<file path="src/rtl/pc_fetch_ctrl_pkg.sv">
// Shared definitions for the IF-stage fetch-address generator: state encodings,
// chip-enable levels, address type and the next-pc selector result record.
package pc_fetch_ctrl_pkg;

    typedef logic [31:0] inst_addr_t;

    localparam logic [1:0] FETCH_IDLE = 2'd0;
    localparam logic [1:0] FETCH_RUN  = 2'd1;
    localparam logic [1:0] FETCH_HOLD = 2'd2;

    localparam logic CHIP_ENABLE  = 1'b1;
    localparam logic CHIP_DISABLE = 1'b0;

    localparam inst_addr_t ZERO_WORD      = 32'h0000_0000;
    localparam inst_addr_t FETCH_RESET_PC = 32'h0000_0000;

    typedef struct packed {
        inst_addr_t next_pc;
        logic       load_en;
        logic [1:0] next_state;
        inst_addr_t next_pend;
    } fetch_sel_t;

    function automatic logic is_misaligned(input inst_addr_t addr);
        return addr[1:0] != 2'b00;
    endfunction

endpackage

</file>
<file path="src/rtl/pc_next_sel.sv">
// Combinational next-pc priority mux for pc_fetch_ctrl: picks the next fetch
// address, the next FSM state and the pending-redirect buffer contents.
module pc_next_sel
    import pc_fetch_ctrl_pkg::*;
#(
    parameter inst_addr_t  RESET_PC = FETCH_RESET_PC,
    parameter int unsigned PC_STEP  = 4
) (
    input  logic [1:0] state_i,
    input  inst_addr_t pc_i,
    input  inst_addr_t pend_addr_i,
    input  logic       flush_i,
    input  inst_addr_t new_pc_i,
    input  logic       stall_i,
    input  logic       branch_i,
    input  inst_addr_t branch_target_i,
    output fetch_sel_t sel_o
);

    // NOTE: every field gets a default first so no path through the case leaves
    // a field unassigned, which would otherwise infer a latch.
    always_comb begin
        sel_o.next_pc    = pc_i;
        sel_o.load_en    = 1'b0;
        sel_o.next_state = state_i;
        sel_o.next_pend  = pend_addr_i;

        case (state_i)
            FETCH_IDLE: begin
                sel_o.next_pc    = RESET_PC;
                sel_o.load_en    = 1'b1;
                sel_o.next_state = FETCH_RUN;
            end

            FETCH_RUN: begin
                if (flush_i) begin
                    sel_o.next_pc   = new_pc_i;
                    sel_o.load_en   = 1'b1;
                    sel_o.next_pend = ZERO_WORD;
                end else if (stall_i && branch_i) begin
                    sel_o.next_pend  = branch_target_i;
                    sel_o.next_state = FETCH_HOLD;
                end else if (stall_i) begin
                    sel_o.load_en = 1'b0;
                end else if (branch_i) begin
                    sel_o.next_pc = branch_target_i;
                    sel_o.load_en = 1'b1;
                end else begin
                    // Modulo-2^32 increment: the top word wraps to zero silently.
                    sel_o.next_pc = pc_i + inst_addr_t'(PC_STEP);
                    sel_o.load_en = 1'b1;
                end
            end

            FETCH_HOLD: begin
                if (flush_i) begin
                    sel_o.next_pc    = new_pc_i;
                    sel_o.load_en    = 1'b1;
                    sel_o.next_pend  = ZERO_WORD;
                    sel_o.next_state = FETCH_RUN;
                end else if (stall_i) begin
                    // Newest branch wins while the stall persists.
                    if (branch_i) begin
                        sel_o.next_pend = branch_target_i;
                    end
                end else begin
                    sel_o.next_pc    = branch_i ? branch_target_i : pend_addr_i;
                    sel_o.load_en    = 1'b1;
                    sel_o.next_pend  = ZERO_WORD;
                    sel_o.next_state = FETCH_RUN;
                end
            end

            default: begin
                sel_o.next_pend  = ZERO_WORD;
                sel_o.next_state = FETCH_IDLE;
            end
        endcase
    end

endmodule

</file>
<file path="src/rtl/pc_fetch_ctrl.sv">
// IF-stage fetch-address generator with a one-entry pending-redirect buffer.
// Optional build macro FETCH_ALIGN_CHECK_EN adds fetch_misalign_o and gates ce on misaligned fetches.
module pc_fetch_ctrl
    import pc_fetch_ctrl_pkg::*;
#(
    parameter inst_addr_t  RESET_PC = FETCH_RESET_PC,
    parameter int unsigned PC_STEP  = 4
) (
    input  logic        clk,
    input  logic        rst,
    input  logic [5:0]  stall,
    input  logic        flush,
    input  logic [31:0] new_pc,
    input  logic        branch_flag_i,
    input  logic [31:0] branch_target_address_i,
    output logic [31:0] pc,
    output logic        ce,
`ifdef FETCH_ALIGN_CHECK_EN
    output logic        fetch_misalign_o,
`endif
    output logic        redirect_pend_o
);

    logic [1:0] state_q, state_d;
    inst_addr_t pc_q, pc_d;
    inst_addr_t pend_addr_q, pend_addr_d;
    logic       ce_q, ce_d;
    fetch_sel_t sel;

    // Only the IF bit of the stall vector matters at this stage.
    logic unused_stall;
    assign unused_stall = ^stall[5:1];

    pc_next_sel #(
        .RESET_PC (RESET_PC),
        .PC_STEP  (PC_STEP)
    ) u_next_sel (
        .state_i         (state_q),
        .pc_i            (pc_q),
        .pend_addr_i     (pend_addr_q),
        .flush_i         (flush),
        .new_pc_i        (new_pc),
        .stall_i         (stall[0]),
        .branch_i        (branch_flag_i),
        .branch_target_i (branch_target_address_i),
        .sel_o           (sel)
    );

    assign state_d     = sel.next_state;
    assign pend_addr_d = sel.next_pend;
    assign pc_d        = sel.load_en ? sel.next_pc : pc_q;

`ifdef FETCH_ALIGN_CHECK_EN
    logic misalign_q, misalign_d;

    assign misalign_d = sel.load_en ? is_misaligned(sel.next_pc) : misalign_q;
    assign ce_d       = sel.load_en ? (misalign_d ? CHIP_DISABLE : CHIP_ENABLE) : ce_q;

    always_ff @(posedge clk or negedge rst) begin
        if (!rst) begin
            misalign_q <= 1'b0;
        end else begin
            misalign_q <= misalign_d;
        end
    end

    assign fetch_misalign_o = misalign_q;
`else
    // Once the first load leaves S_IDLE, ce latches high until the next reset.
    assign ce_d = sel.load_en ? CHIP_ENABLE : ce_q;
`endif

    // NOTE: sequential state uses non-blocking assignments so every register
    // samples the pre-edge values of the others, independent of statement order.
    always_ff @(posedge clk or negedge rst) begin
        if (!rst) begin
            state_q     <= FETCH_IDLE;
            pc_q        <= RESET_PC;
            pend_addr_q <= ZERO_WORD;
            ce_q        <= CHIP_DISABLE;
        end else begin
            state_q     <= state_d;
            pc_q        <= pc_d;
            pend_addr_q <= pend_addr_d;
            ce_q        <= ce_d;
        end
    end

    assign pc              = pc_q;
    assign ce              = ce_q;
    assign redirect_pend_o = (state_q == FETCH_HOLD);

endmodule

</file>
<file path="config.mk">
export PLATFORM = sky130hd
export DESIGN_NAME = pc_fetch_ctrl
export DESIGN_NICKNAME = d
export VERILOG_FILES = /design/src/rtl/pc_fetch_ctrl_pkg.sv /design/src/rtl/pc_next_sel.sv /design/src/rtl/pc_fetch_ctrl.sv
export SDC_FILE = /design/constraint.sdc
export NUM_CORES = 1
export LEC_CHECK = 0
export BUFFER_PORTS_ARGS = -buffer_cell sky130_fd_sc_hd__buf_2
export CAP_MARGIN = 0
export CORE_UTILIZATION = 55
export CTS_CLUSTER_SIZE = 24
export DETAILED_ROUTE_END_ITERATION = 16
export HOLD_SLACK_MARGIN = 0.15
export PLACE_DENSITY = 0.78
export SETUP_SLACK_MARGIN = 0.2
export SLEW_MARGIN = 10
export SYNTH_ARGS = -nofsm -noshare
export SYNTH_HDL_FRONTEND = slang
export SYNTH_SLANG_ARGS = --single-unit
</file>
<file path="constraint.sdc">
create_clock -name clk -period 2.8 [get_ports clk]
set_clock_uncertainty 0.15 [all_clocks]
set_input_delay 0.14 -clock clk [delete_from_list [all_inputs] [get_ports clk]]
set_output_delay 0.14 -clock clk [all_outputs]
set_load 0.1 [all_outputs]
</file>
Word level (Yosys, flattened, before mapping):

Index checks and enable logic that the tools add are counted.

* register bits after elaboration: 67
* logic and storage cells: 35
* bits of input ports: 74

* eq/ne operators: 8
* reductions and logical operators: 6
* bitwise logic cells: 1
* multiplexer cells: 15
* $add $sub $neg: 1

Operators with widths (count)
* 32-bit two-way mux: 4
* 33-bit two-way mux: 3
* 33-bit one-hot mux with 3 select lines: 1
* 32-bit one-hot mux with 3 select lines: 1
* 67-bit two-way mux: 1
* 35-bit two-way mux: 1
* 34-bit two-way mux: 1
* 32-bit by 3-bit adder with 32-bit output (second input constant): 1
* 3-bit inequality test (second input constant): 3
* 2-bit one-hot mux with 3 select lines: 1
* 5-bit AND reduction: 1
* 3-bit by 2-bit inequality test with 1-bit output (second input constant): 1
* 3-bit AND reduction: 1
* 3-bit nonzero test: 1
* 2-bit by 1-bit equality test with 1-bit output (second input constant): 1
* 2-bit equality test (second input constant): 1
* 2-bit zero test: 1
* 2-bit two-way mux: 1
* 2-bit by 1-bit inequality test with 1-bit output (second input constant): 1
* 2-bit inequality test (second input constant): 1
* 2-bit AND reduction: 1
* 1-bit logical AND: 1
* 1-bit two-way mux: 1
* 1-bit NOT: 1

Longest topological paths before layout:

* depth after elaboration: 7
* depth in mapped cells: 9
* gate-level depth less buffers: 7

Hierarchy:

Synthesis repeated with hierarchy kept, for this count alone.

* cells, all modules: 610
* area, all modules: 5464.0 µm²

By module, submodules not included
* pc_next_sel: instances 1, area an instance 3234.4 µm², cells each 505
* pc_fetch_ctrl: instances 1, area an instance 2229.6 µm², cells each 105

Worst setup path after synthesis:

Ideal clock, no wire load.

* path type: register to register
* start point: reg state_q[0]
* end point: reg pend_addr_q[10]
* clock period less this slack: 2.902 ns
* data required time: 2.585 ns
* data arrival time: 2.686 ns
* stages on the path, launching flop included: 9
* path buffers: 2
* path slack: -0.102 ns
* cell sequence: dfrtp_1 inv_1 ha_1 nor2_1 nor4_1 and2_1 buf_2 buf_2 a22o_1

* elaborated cells between the ends (all ways): 7
* classes of those cells: eq/ne (3); mux (1); bitwise (1); reduce/logical (2)

RTL lines
* start, declared: RTL line pc_fetch_ctrl.sv:24 `logic [1:0] state_q, state_d;`
* start signal, assigned: RTL line pc_fetch_ctrl.sv:82 `state_q <= state_d;`
* 2-bit equality test
* net redirect_pend_o: RTL line pc_fetch_ctrl.sv:21 `output logic redirect_pend_o`
* 32-bit one-hot mux with 3 select lines: RTL line pc_next_sel.sv:28 `case (state_i)`
* end signal, assigned: RTL line pc_fetch_ctrl.sv:84 `pend_addr_q <= pend_addr_d;`
* end, declared: RTL line pc_fetch_ctrl.sv:26 `inst_addr_t pend_addr_q, pend_addr_d;`

The timed path passes the listed nets, and every way through them passes these cells.
A chain may end at the register's enable or synchronous reset.

Worst setup path in the final report:

* start point: reg state_q[1]
* end point: reg pc_q[28] (netlist: pc[28])

* word-level cells in the longest chain between the ends: 3
* elaborated cells between the ends (all ways): 9
* classes of those cells: eq/ne (5); mux (1); reduce/logical (3)

Ends and longest elaborated chain
* 2-bit equality test (tied with other cells): RTL line pc_next_sel.sv:28
* 33-bit one-hot mux with 3 select lines (tied with other cells): RTL line pc_next_sel.sv:28
* 5-bit AND reduction (no line)
* end signal, assigned: RTL line pc_fetch_ctrl.sv:83 `pc_q <= pc_d;`
* end, declared: RTL line pc_fetch_ctrl.sv:25 `inst_addr_t pc_q, pc_d;`

Several ways; a longest one is shown, not always the timed one.

==> flow_summary_export.csv <==
group,metric,value,unit
timing,fin_hold_ws,0.182,ns
synth,synth_xor_xnor_area_share,0.0148,
worst_hold_path,holdPathStages,5,
timing,setup_tns,0,ns
detailed_routing,dr_total_vias,5619,
final_layout,layout_commonest_cell,"buf_2",
critical_path,r2r_slack,0.24,ns
outcome,outcome,"complete, no violations",
clocking,cts_tree,"done",
final_layout,utilization,0.756,
global_route,antenna_found_initial,0,
timing,fmax,390,MHz
clocking,clockBufferDepth,2,
critical_path,crit_family,"compound AO/OA/AOI/OAI gates",
detailed_routing,wl,17.3,mm
power_and_ir_drop,intPower,0.00269,W
synth,synth_nets,637,
placed_design,gp_congestion,0.966,
power_and_ir_drop,powerDensity,998,nW/um^2
floorplan,fp.dieH,94.9,um
critical_path,reg2reg_from,"state_q[1]$_DFFE_PN0P_",
synth,synth_edf_count,0,
synth,ys_top_cells_by_area,"dfrtp_1 (35%), mux2i_1 (5.5%), a22o_1 (5.2%), nand2_1 (4.7%), o21ai_0 (4.5%)",
detailed_routing,via_per_inst,6.80,
critical_path,path_max_fanout,11,
synth,synthArstFlopShare,1.00,
clocking,cts.htree.levels,3,
detailed_routing,wl_per_cell,20.9,um
final_layout,drive_gt1_frac,0.240,
floorplan,dieArea,9010,um^2
final_layout,fin_area,6270,um^2
critical_path,cp-start-kind,"flop",
placed_design,io_buffers,102,
placed_design,place_hpwl,10.8,mm
synth,synth.area.mux_share,0.0643,
floorplan,ios,108,
flow_run,max_cap_viol_count,0,
critical_path,end_kind,"flop",
critical_path,reg2reg_to,"pc[28]$_DFFE_PN0P_",
critical_path,crit_chain,"inv_1 -> ha_1 -> or2_1 -> a2111o_1 -> a221oi_1 -> o41a_1 -> a22oi_1",
power_and_ir_drop,p_sw,0.00357,W
synth,synth_cell_type_count,68,
synth,syn-instance-count,558,
synth,netlist_area,4750,um^2
synth,ys.flop_type,"dfrtp_1",
clocking,clock_sinks,67,
timing,final_hold_viol_count,0,
power_and_ir_drop,ir_drop,1.00,mV
detailed_routing,dr_wl_met2,7.77,mm
global_route,grt_max_degree,38,
worst_hold_path,min_to,"pc[16]$_DFFE_PN0P_",
synth,synthSimpleGateAreaFrac,0.180,
floorplan,core,8300,um^2
clocking,clock_latency,0.37,ns
timing,drv_slew,0,
worst_hold_path,min_path_type,"primary input to flop",
critical_path,worstPathRequired,2.90,ns
timing,slew_headroom,0.421,
detailed_routing,wl_met1,6.77,mm
placed_design,dpl-instance-area,5430,um^2
clocking,path_clk_slew,0.09,ns
synth,synth_area_per_cell,8.51,um^2
critical_path,rr_worst_depth,7,
detailed_routing,drtIter0Drc,812,
synth,synth_seq_cells,67,
synth,synth_top_cell_by_area,"dfrtp_1",
critical_path,cp.buffers_inverters,1,
synth,synth_top_area_share,0.353,
final_layout,most-common-layout-cells,"buf_2 (102), dlygate4sd3_1 (64), nand2_1 (59)",
clocking,numCtsBuffers,9,
detailed_routing,drt-pass1-iter-count,6,
critical_path,crit_path_top_delay_cell,"a2111o_1",
final_layout,layout.nets,794,
timing,period_minus_slack,2.56,ns
power_and_ir_drop,p_clk_frac,0.140,
floorplan,rows,33,
synth,synth_compound_area_frac,0.320,
global_route,grt_pass1_vias,5353,
synth,yosysSeqAreaShare,0.353,
worst_hold_path,min-delay-start,"new_pc[16]",
global_route,gr-total-overflow,0,
detailed_routing,postRouteAntennaNets,0,
power_and_ir_drop,power_frac_seq,0.254,
critical_path,worstPathArrival,2.66,ns
final_layout,syn_to_final_growth,32.1,%
detailed_routing,routed.top_layer,"met4",
critical_path,crit_type,"flop to flop",
final_layout,nFillCells,595,
synth,synth_warnings,0,
global_route,grt_pass1_wl,26.9,mm
global_route,track_usage,0.397,
timing,finalCritPeriodShare,0.916,
power_and_ir_drop,power_frac_comb,0.606,
critical_path,cpPeakStageDelay,0.60,ns
floorplan,initial_core_util,0.572,
detailed_routing,wl_met3,2.04,mm
power_and_ir_drop,leakagePower,2.78,nW
power_and_ir_drop,power.share.switching,0.570,
synth,yosys.area_share.adder,0.0132,
detailed_routing,drcViolationCount,0,
timing,worst_pin_slew,0.869,ns
floorplan,die_x,94.9,um
clocking,postCtsSetupBuffers,0,
synth,synth_top_family_by_area,"compound AO/OA/AOI/OAI gates",
timing,final-setup-viol-count,0,
timing,rsz0062_at_grt,"yes",
clocking,clk_root_buffer_cell,"clkbuf_8",
[final cells by class]
cell class / count / area (um^2) / share of cell area
clock buffers: 12 / 145 / 0.0231
inverters: 16 / 60.1 / 0.00957
clock inverters: 4 / 50.0 / 0.00798
flip-flops and latches: 67 / 1690 / 0.270
multi-input cells: 429 / 2830 / 0.451
repair buffers: 192 / 1360 / 0.217
diodes: 1 / 2.50 / 0.000399
well taps: 105 / 131 / 0.0209
[sequential cells by signal, summed over array words and instances, names as in the netlist]
| signal | flops |
|---|---|
| ce | 1 |
| pc | 32 |
| pend_addr_q | 32 |
| state_q | 2 |
[stage by stage]
| stage | power [W] | setup slack [ns] | cells |
|---|---|---|---|
| global route | 0.00649 | 0.190 | 825 |
| global placement | 0.00513 | 0.258 | 745 |
| finish | 0.00626 | 0.236 | 826 |
| CTS | 0.00611 | 0.308 | 825 |
| floorplan | 0.00434 | 0.209 | 558 |
| detailed placement | 0.00520 | 0.144 | 745 |
[cell usage after synthesis, drive strengths merged (4+ instances only)]
| library cell | instances |
|---|---|
| dfrtp | 67 |
| nand2 | 59 |
| o21ai | 43 |
| a21oi | 32 |
| nor2 | 31 |
| a22o | 28 |
| clkbuf | 27 |
| mux2i | 26 |
| buf | 19 |
| a22oi | 15 |
| inv | 15 |
| nand3 | 15 |
| nor3 | 15 |
| a31oi | 13 |
| nand4 | 13 |
| o22ai | 13 |
| o31ai | 9 |
| nand2b | 8 |
| a211oi | 6 |
| a21o | 6 |
| a221o | 6 |
| nor2b | 6 |
| nor4 | 6 |
| ha | 5 |
| o211ai | 5 |
| or3 | 5 |
| xnor2 | 5 |
| a31o | 4 |
| a32o | 4 |
| mux2 | 4 |
[what timing repair did]
action / 4_1_cts / 5_1_grt
hold endpoints to repair: 98 / 0
gates resized for setup: 1 / 1
endpoints found under the setup margin: 27 / 20
hold buffers: 64 / 0
[worst min-delay path, delay by kind of cell]
kind / cells / cell delay (ns)
AO/OA/AOI/OAI: 2 / 0.27
buffers and inverters: 1 / 0.07
AND/OR/NAND/NOR: 2 / 0.17
[worst max path at each step]
stage	depth (start not counted)	start	slack, ns	endpoint
2_1_floorplan	5	pc[14]$_DFFE_PN0P_	0.21	pc[22]$_DFFE_PN0P_
3_3_place_gp	6	state_q[1]$_DFFE_PN0P_	0.26	pend_addr_q[0]$_DFFE_PN0P_
3_5_place_dp	6	state_q[1]$_DFFE_PN0P_	0.14	pend_addr_q[11]$_DFFE_PN0P_
4_1_cts	9	state_q[1]$_DFFE_PN0P_	0.31	pend_addr_q[23]$_DFFE_PN0P_
5_1_grt	7	state_q[1]$_DFFE_PN0P_	0.19	pc[28]$_DFFE_PN0P_
6_report	7	state_q[1]$_DFFE_PN0P_	0.24	pc[28]$_DFFE_PN0P_
[routing by layer]
metal,GRT usage,vias to the layer above
li1,-,2448
met1,0.526,2631
met2,0.613,457
met3,0.0950,83
met4,0.176,0
met5,0,-
[logic make-up (layout without fill, tap and decap cells)]
group                      Yosys count  count (layout)
AOI/OAI and AO/OA                  216             216
and+or+nand+nor                    170             170
DFF                                 67              67
buffers and inverters               62             224
muxes                               30              30
xor gates and xnor gates             8               8
adders and majority gates            5               5
other                                0               1
[power by group through the flow]
stage / logic [W] / registers (W) / clock network [W]
2_1_floorplan: 0.00157 / 0.00277 / 0
3_3_place_gp: 0.00356 / 0.00156 / 0
3_5_place_dp: 0.00361 / 0.00158 / 0
4_1_cts: 0.00369 / 0.00157 / 0.000847
5_1_grt: 0.00397 / 0.00162 / 0.000900
6_report: 0.00380 / 0.00159 / 0.000874
(Power assumes the default switching activity.)
